<file path="src/rtl/dphy_hs_sequencer.sv">
// Per-link HS burst sequencer: filters LP state, times HS settle, gates the byte aligners
// and issues a fixed-phase word-rate enable, bounding each burst with sync/length timeouts.
module dphy_hs_sequencer #(
  parameter int LP_FILTER    = 3,
  parameter int SETTLE_CYC   = 24,
  parameter int SYNC_TIMEOUT = 64,
  parameter int MAX_LEN      = 8192
) (
  input  logic        dphy_clk,
  input  logic        areset,
  input  logic        i_lp_active,
  input  logic        i_sync_seen,
  input  logic        i_packet_done,
  output logic        o_word_ce,
  output logic        o_rx_reset,
  output logic        o_wait_for_sync,
  output logic        o_hs_active,
  output logic        o_timeout_err,
  output logic [15:0] o_pkt_count,
  output logic [7:0]  o_err_count
);

  typedef enum logic [2:0] {LP_IDLE, SETTLE, SYNC_WAIT, RECEIVE, DRAIN} state_t;

  localparam logic [3:0]  FLT_LAST  = 4'(LP_FILTER - 1);
  localparam logic [7:0]  SET_LAST  = 8'(SETTLE_CYC - 1);
  localparam logic [15:0] SYNC_LAST = 16'(SYNC_TIMEOUT - 1);
  localparam logic [15:0] LEN_LAST  = 16'(MAX_LEN - 1);

  state_t      r_state, w_state_nxt;
  logic        r_lp_s1, r_lp_s2, r_lp_f;
  logic [3:0]  r_flt_cnt;
  logic [1:0]  r_phase, w_phase_nxt;
  logic [7:0]  r_cyc_cnt;
  logic [15:0] r_word_cnt;
  logic        r_word_ce, r_rx_reset, r_wait_sync, r_hs_active, r_timeout_err;
  logic [15:0] r_pkt_count;
  logic [7:0]  r_err_count;
  logic        w_err, w_pkt, w_word_clr, w_word_inc;
  logic        w_rx_reset, w_wait_sync, w_hs_active;

  // LP comparator is asynchronous: two-flop sync, then require LP_FILTER agreeing samples
  always_ff @(posedge dphy_clk or posedge areset) begin
    if (areset) begin
      r_lp_s1   <= 1'b1;
      r_lp_s2   <= 1'b1;
      r_lp_f    <= 1'b1;
      r_flt_cnt <= '0;
    end else begin
      r_lp_s1 <= i_lp_active;
      r_lp_s2 <= r_lp_s1;
      if (r_lp_s2 != r_lp_f) begin
        if (r_flt_cnt == FLT_LAST) begin
          r_lp_f    <= r_lp_s2;
          r_flt_cnt <= '0;
        end else begin
          r_flt_cnt <= r_flt_cnt + 4'd1;
        end
      end else begin
        r_flt_cnt <= '0;
      end
    end
  end

  always_ff @(posedge dphy_clk or posedge areset) begin
    if (areset) r_state <= LP_IDLE;
    else        r_state <= w_state_nxt;
  end

  always_comb begin
    w_state_nxt = r_state;
    w_err       = 1'b0;
    w_pkt       = 1'b0;
    w_word_clr  = 1'b0;
    w_word_inc  = 1'b0;
    case (r_state)
      LP_IDLE: if (!r_lp_f) w_state_nxt = SETTLE;
      SETTLE: begin
        if (r_lp_f) w_state_nxt = LP_IDLE;
        else if (r_cyc_cnt == SET_LAST) begin
          w_state_nxt = SYNC_WAIT;
          w_word_clr  = 1'b1;
        end
      end
      SYNC_WAIT: begin
        if (r_lp_f) begin
          w_state_nxt = LP_IDLE;
          w_err       = 1'b1;
        end else if (r_word_ce && i_sync_seen) begin
          w_state_nxt = RECEIVE;
          w_word_clr  = 1'b1;
        end else if (r_word_ce && r_word_cnt == SYNC_LAST) begin
          w_state_nxt = DRAIN;
          w_err       = 1'b1;
        end else if (r_word_ce) w_word_inc = 1'b1;
      end
      RECEIVE: begin
        // end-of-packet outranks the length timeout on the same word
        if (r_lp_f) begin
          w_state_nxt = LP_IDLE;
          w_err       = 1'b1;
        end else if (r_word_ce && i_packet_done) begin
          w_state_nxt = DRAIN;
          w_pkt       = 1'b1;
        end else if (r_word_ce && r_word_cnt == LEN_LAST) begin
          w_state_nxt = DRAIN;
          w_err       = 1'b1;
        end else if (r_word_ce) w_word_inc = 1'b1;
      end
      DRAIN:   if (r_lp_f) w_state_nxt = LP_IDLE;
      default: w_state_nxt = LP_IDLE;
    endcase
  end

  always_comb begin
    w_rx_reset  = 1'b1;
    w_wait_sync = 1'b1;
    w_hs_active = 1'b0;
    case (r_state)
      SYNC_WAIT: begin
        w_rx_reset  = 1'b0;
        w_hs_active = 1'b1;
      end
      RECEIVE: begin
        w_rx_reset  = 1'b0;
        w_wait_sync = 1'b0;
        w_hs_active = 1'b1;
      end
      default: ;
    endcase
  end

  // Word phase restarts at each burst so word boundaries land at a fixed offset from settle
  assign w_phase_nxt = (r_state == LP_IDLE && w_state_nxt == SETTLE) ? 2'd0 : r_phase + 2'd1;

  always_ff @(posedge dphy_clk or posedge areset) begin
    if (areset) begin
      r_phase       <= '0;
      r_word_ce     <= 1'b0;
      r_cyc_cnt     <= '0;
      r_word_cnt    <= '0;
      r_rx_reset    <= 1'b1;
      r_wait_sync   <= 1'b1;
      r_hs_active   <= 1'b0;
      r_timeout_err <= 1'b0;
      r_pkt_count   <= '0;
      r_err_count   <= '0;
    end else begin
      r_phase       <= w_phase_nxt;
      r_word_ce     <= (w_phase_nxt == 2'd3);
      r_cyc_cnt     <= (r_state == SETTLE) ? r_cyc_cnt + 8'd1 : 8'd0;
      if (w_word_clr)      r_word_cnt <= '0;
      else if (w_word_inc) r_word_cnt <= r_word_cnt + 16'd1;
      r_rx_reset    <= w_rx_reset;
      r_wait_sync   <= w_wait_sync;
      r_hs_active   <= w_hs_active;
      r_timeout_err <= w_err;
      if (w_err && r_err_count != 8'hFF)   r_err_count <= r_err_count + 8'd1;
      if (w_pkt && r_pkt_count != 16'hFFFF) r_pkt_count <= r_pkt_count + 16'd1;
    end
  end

  assign o_word_ce       = r_word_ce;
  assign o_rx_reset      = r_rx_reset;
  assign o_wait_for_sync = r_wait_sync;
  assign o_hs_active     = r_hs_active;
  assign o_timeout_err   = r_timeout_err;
  assign o_pkt_count     = r_pkt_count;
  assign o_err_count     = r_err_count;

endmodule
</file>
<file path="config.mk">
export PLATFORM = sky130hd
export DESIGN_NAME = dphy_hs_sequencer
export DESIGN_NICKNAME = d
export VERILOG_FILES = /design/src/rtl/dphy_hs_sequencer.sv
export SDC_FILE = /design/constraint.sdc
export NUM_CORES = 1
export LEC_CHECK = 0
export ABC_AREA = 1
export CAP_MARGIN = 20
export CORE_MARGIN = 10
export CORE_UTILIZATION = 57
export DETAILED_ROUTE_END_ITERATION = 10
export GPL_TIMING_DRIVEN = 0
export HOLD_SLACK_MARGIN = 0.03
export PLACE_DENSITY_LB_ADDON = 0.05
export SKIP_LAST_GASP = 1
export SLEW_MARGIN = 15
export SYNTH_ARGS = -nofsm -noshare
export SYNTH_HDL_FRONTEND = slang
export SYNTH_SLANG_ARGS = --single-unit
</file>
<file path="constraint.sdc">
create_clock -name dphy_clk -period 2.6 [get_ports dphy_clk]
set_clock_uncertainty 0.2 [all_clocks]
set_input_delay 0.39 -clock dphy_clk [delete_from_list [all_inputs] [get_ports dphy_clk]]
set_output_delay 0.39 -clock dphy_clk [all_outputs]
set_load 0.1 [all_outputs]
</file>
==> flow_summary.json <==
{
  "syn_inst": 451,
  "die_y_um": 99.5,
  "netlist_area_mm2": 0.00360,
  "wl_per_cell_um": 13.7,
  "tightest_slew_ns": 0.979,
  "maxSlewViolCount": 0,
  "start_kind": "flip-flop",
  "setup_viol_count_final": 0,
  "n_antenna_cell": 0,
  "leakage_nw": 2.11,
  "maxSlewHeadroom": 0.345,
  "drtIter0Drc": 159,
  "min_path_type": "in -> async",
  "path_class": "reg -> out",
  "wl_mm": 7.89,
  "cts_sinks": 65,
  "die_w_um": 99.5,
  "seq_area_frac_synth": 0.453,
  "layout-drive-gt1-share": 0.0938,
  "grt_setup_unrepaired": "false",
  "grt_usage": 0.164,
  "port_buffers": 33,
  "htreeDepth": 3,
  "total_power_mw": 2.31,
  "vias": 3028,
  "layout_common_cells": "110 x nand2_1, 60 x dfrtp_1, 57 x nor2_1, 50 x inv_1, 47 x nand3_1",
  "cts_tree": "built",
  "syn_to_final_growth_pct": 17.9,
  "crit_chain": "clkdlybuf4s50_1",
  "die-area_mm2": 0.00991,
  "synth_nets": 462,
  "ant_nets": 0,
  "status": "finished clean",
  "detail_route.first_pass.iterations": 5,
  "cp_slowest_stage_delay_ns": 1.12,
  "nets": 507,
  "dp_hpwl_mm": 5.74,
  "max-vdd-ir-drop_uv": 380,
  "rows": 28,
  "path_max_fanout": 1,
  "final_common_cell": "nand2_1",
  "clockRootBuffer": "clkbuf_8",
  "finalCriticalPeriod_ns": 2.55,
  "core_area_mm2": 0.00603,
  "cts_setup_buffers": 0,
  "cap_violations": 0,
  "cp-end-kind": "primary output",
  "grt-ovfl-total": 0,
  "clk_latency_ns": 0.34,
  "syn_area_per_cell_um2": 7.99,
  "cp_top_family": "buffers and inverters",
  "grt_pass1_wl_mm": 13.6,
  "arrival_ns": 1.96,
  "numCtsBuffers": 9,
  "fmax_mhz": 392,
  "yosysWarnings": 0,
  "drcViolationCount": 0,
  "path_clk_slew_ns": 0.07,
  "crit_buf_inv": 1,
  "hold_viol_final": 0,
  "cts_buffer_depth": 2,
  "grt_pass1_vias": 2892,
  "holdWs_ns": 0.134,
  "pin_count": 34,
  "ys_seq_elements": 65,
  "via_per_inst": 5.26,
  "required_ns": 2.01,
  "routabilityCongestion": 0.928,
  "synth.distinct_cells": 27,
  "grt_max_degree": 54,
  "fillCellCount": 503,
  "start_util": 0.598,
  "powerDensity_mw_per_mm2": 544,
  "crit_slowest_cell": "clkdlybuf4s50_1",
  "antenna_found_initial": 0,
  "cts_hold_buf": 0,
  "fin_crit_sh": 0.982
}
==> repair_timing <==
action,CTS,global route
endpoints found under the setup margin,1,2
pin swaps,0,0
resized for setup,1,2
==> cell usage after synthesis (all sizes together) <==
cell type	count	area, um^2
a21oi	7	46.3
a31oi	2	12.5
buf	5	56.3
dfrtp	60	1500
dfstp	5	131
ha	6	75.1
inv	52	195
nand2	119	484
nand3	50	273
nand4	11	68.8
nor2	62	255
nor3	18	101
nor4	1	6.26
o21ai	18	93.8
or2	1	6.26
xnor2	7	61.3
xor2	27	236
==> routing by layer <==
layer  up-vias  GRT usage  share of wire
met5         -          0              0
met4         0     0.0540          0.011
met3         8     0.0450          0.054
met2        77      0.263           0.47
met1      1408      0.210           0.47
li1       1535          -              -
==> layout make-up <==
class	count	area (um^2)	area share
multi-input combinational	329	1720	0.405
clock inverter	3	40.0	0.00942
clock buffer	13	149	0.0350
buffer	5	56.3	0.0132
inverter	52	198	0.0465
timing repair buffer	34	362	0.0851
sequential	65	1630	0.384
tap	75	93.8	0.0221
==> through the flow <==
stage               TNS (ns)  area [um^2]  instances  setup slack (ns)   util
detailed placement         0         4060        560             0.337  0.674
CTS                        0         4250        576            0.0114  0.705
global route               0         4250        576           0.00212  0.706
global placement      -42.40         4030        559            -0.703  0.669
floorplan                  0         3600        451             0.192      -
finish                     0         4250        576            0.0460  0.706
==> report_power, final <==
part	leakage, nW	switching (mW)	internal [mW]
registers	0.825	0.0742	1.09
clock network	0.0974	0.373	0.468
logic	1.19	0.215	0.0947
==> logic make-up after synthesis <==
group	count (synthesis)	share of synthesized area
buf+inv	57	0.0698
xor+xnor	34	0.0826
fa+ha+maj	6	0.0208
simple gates	262	0.331
compound gates	27	0.0423
flops	65	0.453
==> flip-flops by register name (all words and copies together), names as in the netlist, 2 cells and up <==
register,count
o_pkt_count,16
r_word_cnt,16
o_err_count,8
r_cyc_cnt,8
r_flt_cnt,4
r_state,3
r_phase,2
==> path summary, 6_finish.rpt <==
kind | from | to | slack [ns] | cells past startpoint
worst min register to register | r_lp_s1 | r_lp_s2 | 0.16 | 0
max in group asynchronous | areset | r_lp_s1 | 1.49 | 3
min in group dphy_clk | r_lp_s1 | r_lp_s2 | 0.16 | 0
worst max-delay path | o_wait_for_sync | o_wait_for_sync | 0.05 | 1
worst min-delay path | areset | r_word_cnt[0] | 0.13 | 2
worst max register to register | r_word_cnt[0] | r_word_cnt[10] | 0.46 | 11
Note: power is estimated with default switching activity, not from simulation.
